### src/rtl/regfile_pkg.sv
// Shared regfile definitions: register geometry and the writeback request record.
package regfile_pkg;

    localparam int REG_AW = 5;
    localparam int REG_DW = 32;

    localparam logic [REG_AW-1:0] REG_ZERO = {REG_AW{1'b0}};

    typedef struct packed {
        logic              valid;
        logic [REG_AW-1:0] addr;
        logic [REG_DW-1:0] data;
    } wb_req_t;

    // True when a destination register is the hardwired-zero register.
    function automatic logic is_zero_reg(input logic [REG_AW-1:0] addr);
        return (addr == REG_ZERO);
    endfunction

endpackage

### src/rtl/regfile_wport_arb_rr_pick.sv
// Combinational round-robin picker: first requester at or after ptr, wrapping mod N.
module rr_pick #(
    parameter  int N  = 3,
    localparam int PW = (N > 1) ? $clog2(N) : 1
) (
    input  logic [N-1:0]  req,
    input  logic [PW-1:0] ptr,
    output logic [N-1:0]  gnt,
    output logic [PW-1:0] gnt_idx
);

    logic          found_s;
    logic [PW:0]   idx_s;

    // Scan ptr, ptr+1, ... (mod N) and grant the first active request.
    always_comb begin
        gnt     = {N{1'b0}};
        gnt_idx = {PW{1'b0}};
        found_s = 1'b0;
        idx_s   = {(PW+1){1'b0}};
        for (int k = 0; k < N; k++) begin
            idx_s = {1'b0, ptr} + (PW+1)'(k);
            if (idx_s >= (PW+1)'(N)) begin
                idx_s = idx_s - (PW+1)'(N);
            end else begin
                idx_s = idx_s;
            end
            if (!found_s && req[idx_s[PW-1:0]]) begin
                found_s                 = 1'b1;
                gnt[idx_s[PW-1:0]]      = 1'b1;
                gnt_idx                 = idx_s[PW-1:0];
            end else begin
                found_s = found_s;
            end
        end
    end

endmodule

### src/rtl/regfile_wport_arb.sv
// Round-robin arbiter for the single regfile write port. The winning request is
// captured into an output register and reaches the regfile one cycle later.
module regfile_wport_arb
    import regfile_pkg::*;
#(
    parameter  int NREQ = 3,
    parameter  int AW   = REG_AW,
    parameter  int DW   = REG_DW,
    localparam int PW   = (NREQ > 1) ? $clog2(NREQ) : 1
) (
    input  logic             clk,
    input  logic             rst_n,
    input  logic [NREQ-1:0]    req_valid,
    input  logic [NREQ*AW-1:0] req_addr,
    input  logic [NREQ*DW-1:0] req_data,
    output logic [NREQ-1:0]    req_ready,
    input  logic             wp_hold,
    output logic             we,
    output logic [AW-1:0]    waddr,
    output logic [DW-1:0]    wdata,
    output logic             busy
);

    logic [NREQ-1:0] pick_req_s;
    logic [NREQ-1:0] gnt_s;
    logic [PW-1:0]   gnt_idx_s;
    logic            xfer_s;
    logic [AW-1:0]   sel_addr_s;
    logic [DW-1:0]   sel_data_s;

    logic [PW-1:0]   ptr_d,   ptr_q;
    logic            we_d,    we_q;
    logic [AW-1:0]   waddr_d, waddr_q;
    logic [DW-1:0]   wdata_d, wdata_q;

    // Hold masks every request so no grant (and hence no transfer) can occur.
    assign pick_req_s = req_valid & {NREQ{~wp_hold}};

    rr_pick #(.N(NREQ)) u_pick (
        .req     (pick_req_s),
        .ptr     (ptr_q),
        .gnt     (gnt_s),
        .gnt_idx (gnt_idx_s)
    );

    // The picker only grants valid requesters, so any grant is a transfer.
    assign req_ready = gnt_s & {NREQ{rst_n}};
    assign xfer_s    = |gnt_s;

    // One-hot mux of the granted requester's address and data.
    always_comb begin
        sel_addr_s = {AW{1'b0}};
        sel_data_s = {DW{1'b0}};
        for (int i = 0; i < NREQ; i++) begin
            if (gnt_s[i]) begin
                sel_addr_s = req_addr[i*AW +: AW];
                sel_data_s = req_data[i*DW +: DW];
            end else begin
                sel_addr_s = sel_addr_s;
            end
        end
    end

    // Next-state: capture the winner, suppress enable for r0, advance pointer past the winner.
    always_comb begin
        ptr_d   = ptr_q;
        we_d    = 1'b0;
        waddr_d = waddr_q;
        wdata_d = wdata_q;
        if (xfer_s) begin
            we_d    = (sel_addr_s != {AW{1'b0}});
            waddr_d = sel_addr_s;
            wdata_d = sel_data_s;
            if (gnt_idx_s == PW'(NREQ - 1)) begin
                ptr_d = {PW{1'b0}};
            end else begin
                ptr_d = gnt_idx_s + PW'(1);
            end
        end else begin
            ptr_d = ptr_q;
        end
    end

    // Pointer and write-port output register; reset drops any in-flight write.
    always_ff @(posedge clk or negedge rst_n) begin
        if (!rst_n) begin
            ptr_q   <= {PW{1'b0}};
            we_q    <= 1'b0;
            waddr_q <= {AW{1'b0}};
            wdata_q <= {DW{1'b0}};
        end else begin
            ptr_q   <= ptr_d;
            we_q    <= we_d;
            waddr_q <= waddr_d;
            wdata_q <= wdata_d;
        end
    end

    assign we    = we_q;
    assign waddr = waddr_q;
    assign wdata = wdata_q;
    assign busy  = (|req_valid) | we_q;

endmodule
### config.mk
export PLATFORM = sky130hd
export DESIGN_NAME = regfile_wport_arb
export DESIGN_NICKNAME = d
export VERILOG_FILES = /design/src/rtl/regfile_pkg.sv /design/src/rtl/regfile_wport_arb_rr_pick.sv /design/src/rtl/regfile_wport_arb.sv
export SDC_FILE = /design/constraint.sdc
export NUM_CORES = 1
export LEC_CHECK = 0
export CORE_MARGIN = 5
export CORE_UTILIZATION = 50
export DETAILED_ROUTE_END_ITERATION = 10
export DONT_BUFFER_PORTS = 1
export SLEW_MARGIN = 15
export SYNTH_ARGS = -nofsm -noshare
export SYNTH_HDL_FRONTEND = slang
export SYNTH_SLANG_ARGS = --single-unit
### constraint.sdc
create_clock -name clk -period 4.3 [get_ports clk]
set_input_delay 0.43 -clock clk [delete_from_list [all_inputs] [get_ports clk]]
set_output_delay 0.43 -clock clk [all_outputs]
set_load 0.005 [all_outputs]
# After elaboration in Yosys (flattened, before gate mapping)
# Index checks and enable logic that the tools add are counted.
# word_totals
regBits	40
input_bits	117
output_inout_bits	42
wordCells	67
# classes
addsub	6
magnitude_cmp	9
n_eq_ne	1
mux	31
bitwise	6
reduce_logical	10
# ops
op	count
2-to-1 mux 32 bit	3
2-to-1 mux 5 bit	3
2-to-1 mux 2 bit	7
< comparator 2 x 3 -> 1 bit, second input constant	3
2-to-1 mux 1 bit	9
2-to-1 mux 3 bit	3
AND 3 bit	2
binary-select mux 1 bit (select 2 bit)	3
demux 1 bit (select 2 bit)	3
>= comparator 2 x 1 -> 1 bit, second input constant	3
>= comparator 3 x 2 -> 1 bit, second input constant	2
bitwise OR 3 bit	2
OR reduction 3 bit	2
subtractor 2 bit, second input constant	3
logical AND 1 bit	5
nonzero test 5 bit	1
adder 2 x 1 -> 3 bit, second input constant	1
adder 2 x 2 -> 3 bit, second input constant	1
adder 2 x 1 -> 2 bit, second input constant	1
== test 2 bit, second input constant	1
>= comparator 2 bit, second input constant	1
zero test 1 bit	2
inverter 1 bit	1
bitwise OR 1 bit	1

# Logic depth before layout (Yosys ltp)
# Gate-level depths: netlist of run 1.
# depth
word_depth	16
ltp_mapped	12
mapped_depth_nobuf	9

# Modules after synthesis
# From an unflattened synthesis of run 1, not the netlist that was laid out.
# hier_totals
cells_unflattened	238
area_unflattened_um2	2404.8
# by_module_without_submodules
mod	instances	cells_per_inst	area_per_inst_um2	seq_area_each_um2
regfile_wport_arb	1	200	2138.3	1001.0
rr_pick	1	38	266.5	0.0

# Worst setup path before layout of run 1
# OpenSTA, ideal clock, no wires.
# synth_path
path_kind	register -> output
start	register ptr_q[0]
end	output port req_ready[1]
t_arrival_ps	2118
required_time_ps	3870
path_slack_ps	1752
path_stages_with_launch	12
n_path_buf	4
cell_sequence	dfrtp_1 inv_1 ha_1 buf_2 mux2_2 a41oi_2 nor2_1 a31oi_1 buf_4 buf_2 buf_2 nor2b_1
# synth_between
elab_chain_len	12
word_cells_on_any_way	44
classes_between	add/sub (5); order compare (9); mux (20); bitwise (3); reduce/logical (7)
# synth_rtl
item	line	rtl
start: declaration	regfile_wport_arb.sv:31	logic [PW-1:0] ptr_d, ptr_q;
start signal: assignment	regfile_wport_arb.sv:87	ptr_q <= {PW{1'b0}};
start signal: assignment	regfile_wport_arb.sv:92	ptr_q <= ptr_d;
adder 2 x 1 -> 3 bit (tied with other cells)	regfile_wport_arb_rr_pick.sv:22	idx_s = {1'b0, ptr} + (PW+1)'(k);
>= comparator 3 x 2 -> 1 bit (tied with other cells)	regfile_wport_arb_rr_pick.sv:23	if (idx_s >= (PW+1)'(N)) begin
2-to-1 mux 2 bit (tied with other cells)	regfile_wport_arb_rr_pick.sv:23	
< comparator 2 x 3 -> 1 bit (implied by the code) (tied with other cells)	regfile_wport_arb_rr_pick.sv:30	gnt[idx_s[PW-1:0]] = 1'b1;
logical AND 1 bit (implied by the code) (tied with other cells)	regfile_wport_arb_rr_pick.sv:30	
2-to-1 mux 1 bit (implied by the code) (tied with other cells)	regfile_wport_arb_rr_pick.sv:30	
demux 1 bit (select 2 bit) (tied with other cells)	--	
bitwise OR 3 bit (no line) / 2-to-1 mux 1 bit (equally long branches)	--	
2-to-1 mux 3 bit / zero test 1 bit (equally long branches)	regfile_wport_arb_rr_pick.sv:28	if (!found_s && req[idx_s[PW-1:0]]) begin
bitwise OR 3 bit (no line) / logical AND 1 bit (equally long branches)	--	
2-to-1 mux 3 bit (*)	regfile_wport_arb_rr_pick.sv:28	
AND 3 bit (*)	regfile_wport_arb.sv:47	assign req_ready = gnt_s & {NREQ{rst_n}};
end: declaration	regfile_wport_arb.sv:16	output logic [NREQ-1:0] req_ready,
# Mark *: on every way between the ends. The rest lies on a longest branch, timed or not. The select of a mux whose other input is x is not followed.

# Worst setup path in the final report of run 1
# layout_path
start	register ptr_q[1]
end	register wdata_q[26] (netlist: wdata[26])
# layout_between
elab_chain_len	14
word_cells_on_any_way	47
classes_between	add/sub (5); order compare (9); mux (23); bitwise (2); reduce/logical (8)
# layout_rtl
item	line	rtl
adder 2 x 1 -> 3 bit (tied with other cells)	regfile_wport_arb_rr_pick.sv:22	
>= comparator 3 x 2 -> 1 bit (tied with other cells)	regfile_wport_arb_rr_pick.sv:23	
2-to-1 mux 2 bit (tied with other cells)	regfile_wport_arb_rr_pick.sv:23	
< comparator 2 x 3 -> 1 bit (implied by the code) (tied with other cells)	regfile_wport_arb_rr_pick.sv:30	
logical AND 1 bit (implied by the code) (tied with other cells)	regfile_wport_arb_rr_pick.sv:30	
2-to-1 mux 1 bit (implied by the code) (tied with other cells)	regfile_wport_arb_rr_pick.sv:30	
demux 1 bit (select 2 bit) (tied with other cells)	--	
bitwise OR 3 bit (no line) / 2-to-1 mux 1 bit (equally long branches)	--	
2-to-1 mux 3 bit / zero test 1 bit (equally long branches)	regfile_wport_arb_rr_pick.sv:28	
bitwise OR 3 bit (no line) / logical AND 1 bit (equally long branches)	--	
2-to-1 mux 3 bit (*)	regfile_wport_arb_rr_pick.sv:28	
2-to-1 mux 32 bit (3 in series)	regfile_wport_arb.sv:55	if (gnt_s[i]) begin
end signal: assignment	regfile_wport_arb.sv:90	wdata_q <= {DW{1'b0}};
end signal: assignment	regfile_wport_arb.sv:95	wdata_q <= wdata_d;
end: declaration	regfile_wport_arb.sv:34	logic [DW-1:0] wdata_d, wdata_q;
# Marks and branches as above.
# A chain may end at the register's enable or synchronous reset.

==> results of run 1 <==
[worst max-delay path: cells and delay by family (launching register included)]
family / cells / cell delay, ns
AO/OA/AOI/OAI: 4 / 1.05
AND/OR/NAND/NOR: 2 / 0.69
buffers and inverters: 2 / 0.44
flip-flops: 1 / 0.39
multiplexers: 1 / 0.32
adder cells (fa/ha/maj): 1 / 0.31
[path summary, 6_finish.rpt]
check,to,slack [ns],cells after the start
max in group asynchronous,we,3.44,2
min in group asynchronous,wdata[13],0.66,2
worst max-delay path,wdata[26],0.97,10
worst min-delay path,wdata[11],0.25,2
worst min register to register,waddr[1],0.53,1
worst max register to register,wdata[26],0.97,10
[cell families (layout without fill, tap and decap cells)]
kind of cell | count (synthesis) | count (layout) | synth area share, %
buf+inv | 25 | 18 | 4.98
compound gates | 127 | 127 | 31.9
flops | 40 | 40 | 42.4
simple gates | 78 | 78 | 16.8
fa+ha+maj | 4 | 4 | 2.12
mux | 4 | 4 | 1.86
[stage by stage]
step / setup slack (ns) / hold slack [ns] / cells / instance area [um^2] / util, %
finish: 0.971 / 0.254 / 325 / 2530 / 54.4
global route: 0.657 / 0.248 / 325 / 2530 / 54.4
CTS: 0.992 / 0.245 / 325 / 2530 / 54.4
detailed placement: 0.987 / 0.136 / 315 / 2380 / 51.0
global placement: 1.05 / 0.136 / 315 / 2380 / 51.0
floorplan: 1.75 / 0.134 / 278 / 2360 / -
[placed cells by master (no fill, tap or decap), drive strengths merged]
cell	n
a41oi	1
o21a	1
and2	2
o2bb2ai	1
bufinv	1
o22ai	34
nand2b	11
nor3b	2
dfrtp	40
or4b	1
a31oi	9
dlygate4sd3	1
nand3b	2
a211oi	1
o21ai	68
a21oi	5
o32a	1
clkbuf	7
inv	4
a32oi	1
nor3	2
buf	5
a21bo	1
mux2i	1
or2b	1
and4bb	1
a21o	4
nand3	3
nor2	11
ha	4
nand2	36
nor2b	3
or4	2
and3b	1
mux2	3
[area by class of cell]
| class | count | share of cell area [%] |
|---|---|---|
| Clock buffer | 7 | 3.80 |
| Clock inverter | 1 | 1.19 |
| Inverter | 4 | 0.593 |
| Multi-Input combinational cell | 213 | 49.9 |
| Sequential cell | 40 | 39.5 |
| Tap cell | 54 | 2.67 |
| Timing Repair Buffer | 6 | 2.37 |
[what timing repair did]
item	CTS	global route
setup buffers	0	0
hold buffers	2	0
endpoints found under the hold margin	40	0
[power groups by stage]
stage	logic (mW)	registers, mW	clock network (mW)
floorplan	0.841	0.699	0
global placement	0.992	0.758	0
detailed placement	1.01	0.756	0
CTS	1.02	0.754	0.343
global route	1.15	0.773	0.356
finish	1.01	0.751	0.332
[registers in the layout, summed over array words and instances (netlist names)]
register  flops
ptr_q         2
wdata        32
waddr         5
we            1
[routing by layer]
metal	share of wire [%]	routed length, um	up-vias	track usage (%)
met1	41	2840	995	28.8
met5	0	0	-	0
li1	-	-	1004	-
met2	49	3390	96	34.7
met3	8.8	607	2	7.26
met4	0.42	29	0	4.20
==> flow_metrics.py, run 1 <==
metrics = {
    "floorplanning": {
        "die_y_um": 78.7,
        "boundaryPins": 159,
        "row_count": 25,
        "fp.dieArea_um2": 6190,
        "fp.dieW_um": 78.7,
        "core-area_um2": 4660,
        "start_util_pct": 50.6,
    },
    "power": {
        "pwr_density_cell_nw_per_um2": 824,
        "intPower_mw": 1.20,
        "switching_power_uw": 892,
        "finalPower_mw": 2.09,
        "clkPwrFrac_pct": 15.9,
        "swShare_pct": 42.7,
        "combPwrFrac_pct": 48.1,
        "p_leak_nw": 0.962,
        "ir_drop_mv": 0.334,
        "p_seq_share_pct": 36.0,
    },
    "critical_path": {
        "slowest_delay_ns": 0.58,
        "worst_setup_path_start_kind": "flip-flop",
        "critPathRequiredTime_ns": 4.47,
        "crit_path_end_kind": "flip-flop",
        "path_cells": "inv_1 > ha_1 > mux2_2 > a41oi_2 > nor2_1 > a31oi_4 > nand2_1 > buf_4 > o22ai_1 > o21ai_0",
        "worst_ep_arrival_time_ns": 3.50,
        "critPathMaxFanout": 25,
        "reg2reg_from": "ptr_q[1]",
        "critPathLaunch": "ptr_q[1]",
        "cpMaxStageDelayCell": "nand2_1",
        "worstSetupPathType": "reg -> reg",
    },
    "synthesis": {
        "synth.cells.most_frequent": "40 x dfrtp_1, 40 x o21ai_1, 36 x nand2_1",
        "syn_avg_cell_area_um2": 8.49,
        "synth_nets": 399,
        "netlist_area_um2": 2360,
        "yosysSeqAreaShare_pct": 42.4,
        "synthArstFlopShare_pct": 100,
        "synth_area_leader_cell": "dfrtp_1",
        "yosysWarnings": 0,
        "synth_edf_count": 0,
        "synth_top_cell_area_share_pct": 42.4,
        "yosysUniqueCellTypes": 40,
        "synth_seq_cells": 40,
        "syn_inst": 278,
        "synth.area.top_cells": "dfrtp_1 42%, o22ai_1 9.0%, o21ai_1 8.5%",
        "ys.flop_type": "dfrtp_1",
    },
    "place": {
        "dp_hpwl_um": 4950,
        "portBuffers": 0,
        "gp_congestion": 0.826,
    },
    "drt": {
        "num_vias": 2097,
        "dr.pass1.iters": 4,
        "drc": 0,
        "vias_per_cell": 6.45,
        "postRouteAntennaNets": 0,
        "wl_per_cell_um": 21.1,
        "first_iter_violations": 98,
        "totalWireLength_um": 6860,
    },
    "cts": {
        "root_buffer": "clkbuf_8",
        "clk_pin_slew_ns": 0.08,
        "cts_sinks": 40,
        "cts_tree": "done",
        "clk_latency_ns": 0.29,
        "ctsResizeCount": 0,
        "clock_path_buffers": 2,
        "numCtsBuffers": 5,
        "cts_max_level": 2,
    },
    "sta": {
        "worst_pin_slew_ns": 0.667,
        "rsz0062_at_grt": "false",
        "setup_viol": 0,
        "period_share_pct": 77.4,
        "min_period_ns": 3.33,
        "slew_headroom_pct": 55.6,
        "hold_viol": 0,
        "setup_tns_ns": 0,
        "clock_skew_ns": 0.0131,
        "clock.fmax_mhz": 300,
        "finalMaxSlewViolations": 0,
    },
    "layout": {
        "synthToLayoutAreaGrowth_pct": 7.37,
        "num-nets-final": 391,
        "drive_gt1_share_pct": 8.49,
        "multiInputGateArea_um2": 1260,
        "n_fill_cell": 440,
        "n_antenna_cell": 0,
        "regArea_um2": 1000,
    },
    "worst_hold_path": {
        "hold_start": "req_data[75]",
        "holdCritPathClass": "in -> reg",
    },
    "global_routing": {
        "grt_max_degree": 41,
        "antenna_found_initial": 0,
        "overflow": 0,
        "grt_pass1_vias": 2047,
        "grt_usage_pct": 21.7,
        "grt_pass1_wl_um": 10600,
    },
    "job": {
        "maxCapViolCount": 0,
    },
    "run_status": {
        "status": "finished, final reports clean",
    },
}
No activity file was read; power rests on OpenSTA's default activity.
==> inputs of run 2 (changes only) <==
Settings changed: PLACE_DENSITY set to 0.68.
Clock period 4.3 ns to 3 ns, I/O delays scaled along.
==> flow_metrics.py, run 2 (same netlist as run 1, synthesis figures left out) <==
metrics = {
    "run_status": {
        "status": "finished, final reports clean",
    },
    "drt": {
        "drc": 0,
        "vias_per_cell": 6.66,
        "wl_per_cell_um": 21.0,
        "postRouteAntennaNets": 0,
        "totalWireLength_um": 6930,
        "dr.pass1.iters": 4,
        "first_iter_violations": 91,
        "num_vias": 2198,
    },
    "place": {
        "portBuffers": 0,
        "dp_hpwl_um": 5010,
        "gp_congestion": 0.884,
    },
    "critical_path": {
        "worst_setup_path_start_kind": "flip-flop",
        "reg2reg_from": "ptr_q[0]",
        "ff2ff_setup_slack_ns": 0.21,
        "crit_path_end_kind": "flip-flop",
        "critPathRequiredTime_ns": 3.22,
        "worst_ep_arrival_time_ns": 3.01,
        "r2r_cells": 9,
        "cp-endpoint": "wdata[27]",
        "critPathMaxFanout": 32,
        "worstSetupPathType": "reg -> reg",
        "critPathLaunch": "ptr_q[0]",
        "r2r_end": "wdata[27]",
    },
    "power": {
        "clkPwrFrac_pct": 12.7,
        "intPower_mw": 1.65,
        "finalPower_mw": 2.95,
        "combPwrFrac_pct": 51.0,
        "swShare_pct": 44.0,
        "p_seq_share_pct": 36.3,
        "ir_drop_mv": 0.507,
        "switching_power_mw": 1.30,
        "pwr_density_cell_nw_per_um2": 1160,
        "p_leak_nw": 0.960,
    },
    "global_routing": {
        "grt_max_degree": 41,
        "overflow": 0,
        "grt_pass1_wl_um": 10400,
        "grt_pass1_vias": 2068,
        "grt_usage_pct": 21.6,
        "antenna_found_initial": 0,
    },
    "sta": {
        "clock_skew_ns": 0.00344,
        "setup_viol": 0,
        "min_period_ns": 2.79,
        "rsz0062_at_grt": "false",
        "clock.fmax_mhz": 358,
        "setup_tns_ns": 0,
        "finalMaxSlewViolations": 0,
        "worst_pin_slew_ns": 0.344,
        "hold_viol": 0,
        "slew_headroom_pct": 77.0,
        "period_share_pct": 93.1,
    },
    "cts": {
        "numCtsBuffers": 5,
        "cts_sinks": 40,
        "cts_tree": "done",
        "clk_latency_ns": 0.29,
        "cts_max_level": 2,
        "root_buffer": "clkbuf_8",
        "clk_pin_slew_ns": 0.08,
        "post_cts_buffers": 0,
        "clock_path_buffers": 2,
    },
    "floorplanning": {
        "row_count": 25,
        "fp.dieW_um": 78.7,
        "boundaryPins": 159,
        "start_util_pct": 50.6,
        "die_y_um": 78.7,
        "core-area_um2": 4660,
        "fp.dieArea_um2": 6190,
    },
    "layout": {
        "n_antenna_cell": 0,
        "drive_gt1_share_pct": 10.5,
        "synthToLayoutAreaGrowth_pct": 7.48,
        "n_fill_cell": 404,
        "num-nets-final": 396,
        "largest_reg_flops": 32,
        "layout_common_cells": "40 x o21ai_1, 40 x dfrtp_1, 36 x nand2_1",
    },
    "worst_hold_path": {
        "holdCritPathClass": "in -> reg",
    },
    "job": {
        "maxCapViolCount": 0,
    },
}
==> run 2: cell types whose count changed in the layout (fill, tap and decap cells not counted), sizes merged <==
cell,previous run,this run
clkinvlp,0,1
buf,5,10
bufinv,1,0
==> run 2: area by class of cell <==
class | instances | area, um^2 | area share, %
Clock inverter | 1 | 7.51 | 0.296
Multi-Input combinational cell | 213 | 1260 | 49.7
Tap cell | 54 | 67.6 | 2.66
Timing Repair Buffer | 11 | 97.6 | 3.85
Sequential cell | 40 | 1000 | 39.5
Inverter | 4 | 15.0 | 0.592
Clock buffer | 7 | 86.3 | 3.40
==> run 2: per-layer routing <==
metal,share of wire [%],global-route usage (%),up-vias
met2,48,35.6,143
met5,0,0,-
met3,11,5.90,7
li1,-,-,1016
met1,40,27.8,1032
met4,1.1,6.29,0
==> run 2: critical path: stages (launching register included) <==
cell,delay [ns]
dfrtp_1,0.41
inv_1,0.10
ha_2,0.33
and4bb_2,0.28
or4b_4,0.53
a31oi_4,0.29
or2b_4,0.19
buf_4,0.30
o21ai_0,0.13
o21ai_0,0.15
==> run 2: power groups by stage <==
stage | logic [mW] | registers (mW) | clock network (mW)
final | 1.50 | 1.07 | 0.376
after global routing | 1.71 | 1.10 | 0.405
after CTS | 1.50 | 1.07 | 0.386
after floorplan | 1.21 | 1.00 | 0
after global placement | 1.44 | 1.08 | 0
after detailed placement | 1.49 | 1.08 | 0
==> run 2: worst min path at each step <==
stage / from / to / slack, ns / cells past startpoint
3_3_place_gp: rst_n / waddr[2] / 0.006 / 0
6_report: req_data[76] / wdata[12] / 0.12 / 2
2_1_floorplan: rst_n / ptr_q[0] / 0.004 / 0
3_5_place_dp: rst_n / waddr[2] / 0.006 / 0
4_1_cts: req_data[76] / wdata[12] / 0.11 / 2
5_1_grt: req_data[73] / wdata[9] / 0.11 / 2
==> run 2: what timing repair did <==
item | 4_1_cts | 5_1_grt
hold endpoints to repair | 40 | 0
hold buffers | 2 | 0
gates resized for setup | 0 | 2
endpoints found under the setup margin | 0 | 28
==> run 2: per-stage QoR <==
stage	worst slack, ns	utilization [%]	std cells	area, um^2	hold WS (ns)
global placement	0.205	51.7	320	2410	0.00588
detailed placement	0.120	51.7	320	2410	0.00595
floorplan	0.476	-	278	2360	0.00441
finish	0.206	54.4	330	2540	0.119
CTS	0.119	54.3	330	2530	0.110
global route	0.00920	54.4	330	2540	0.114
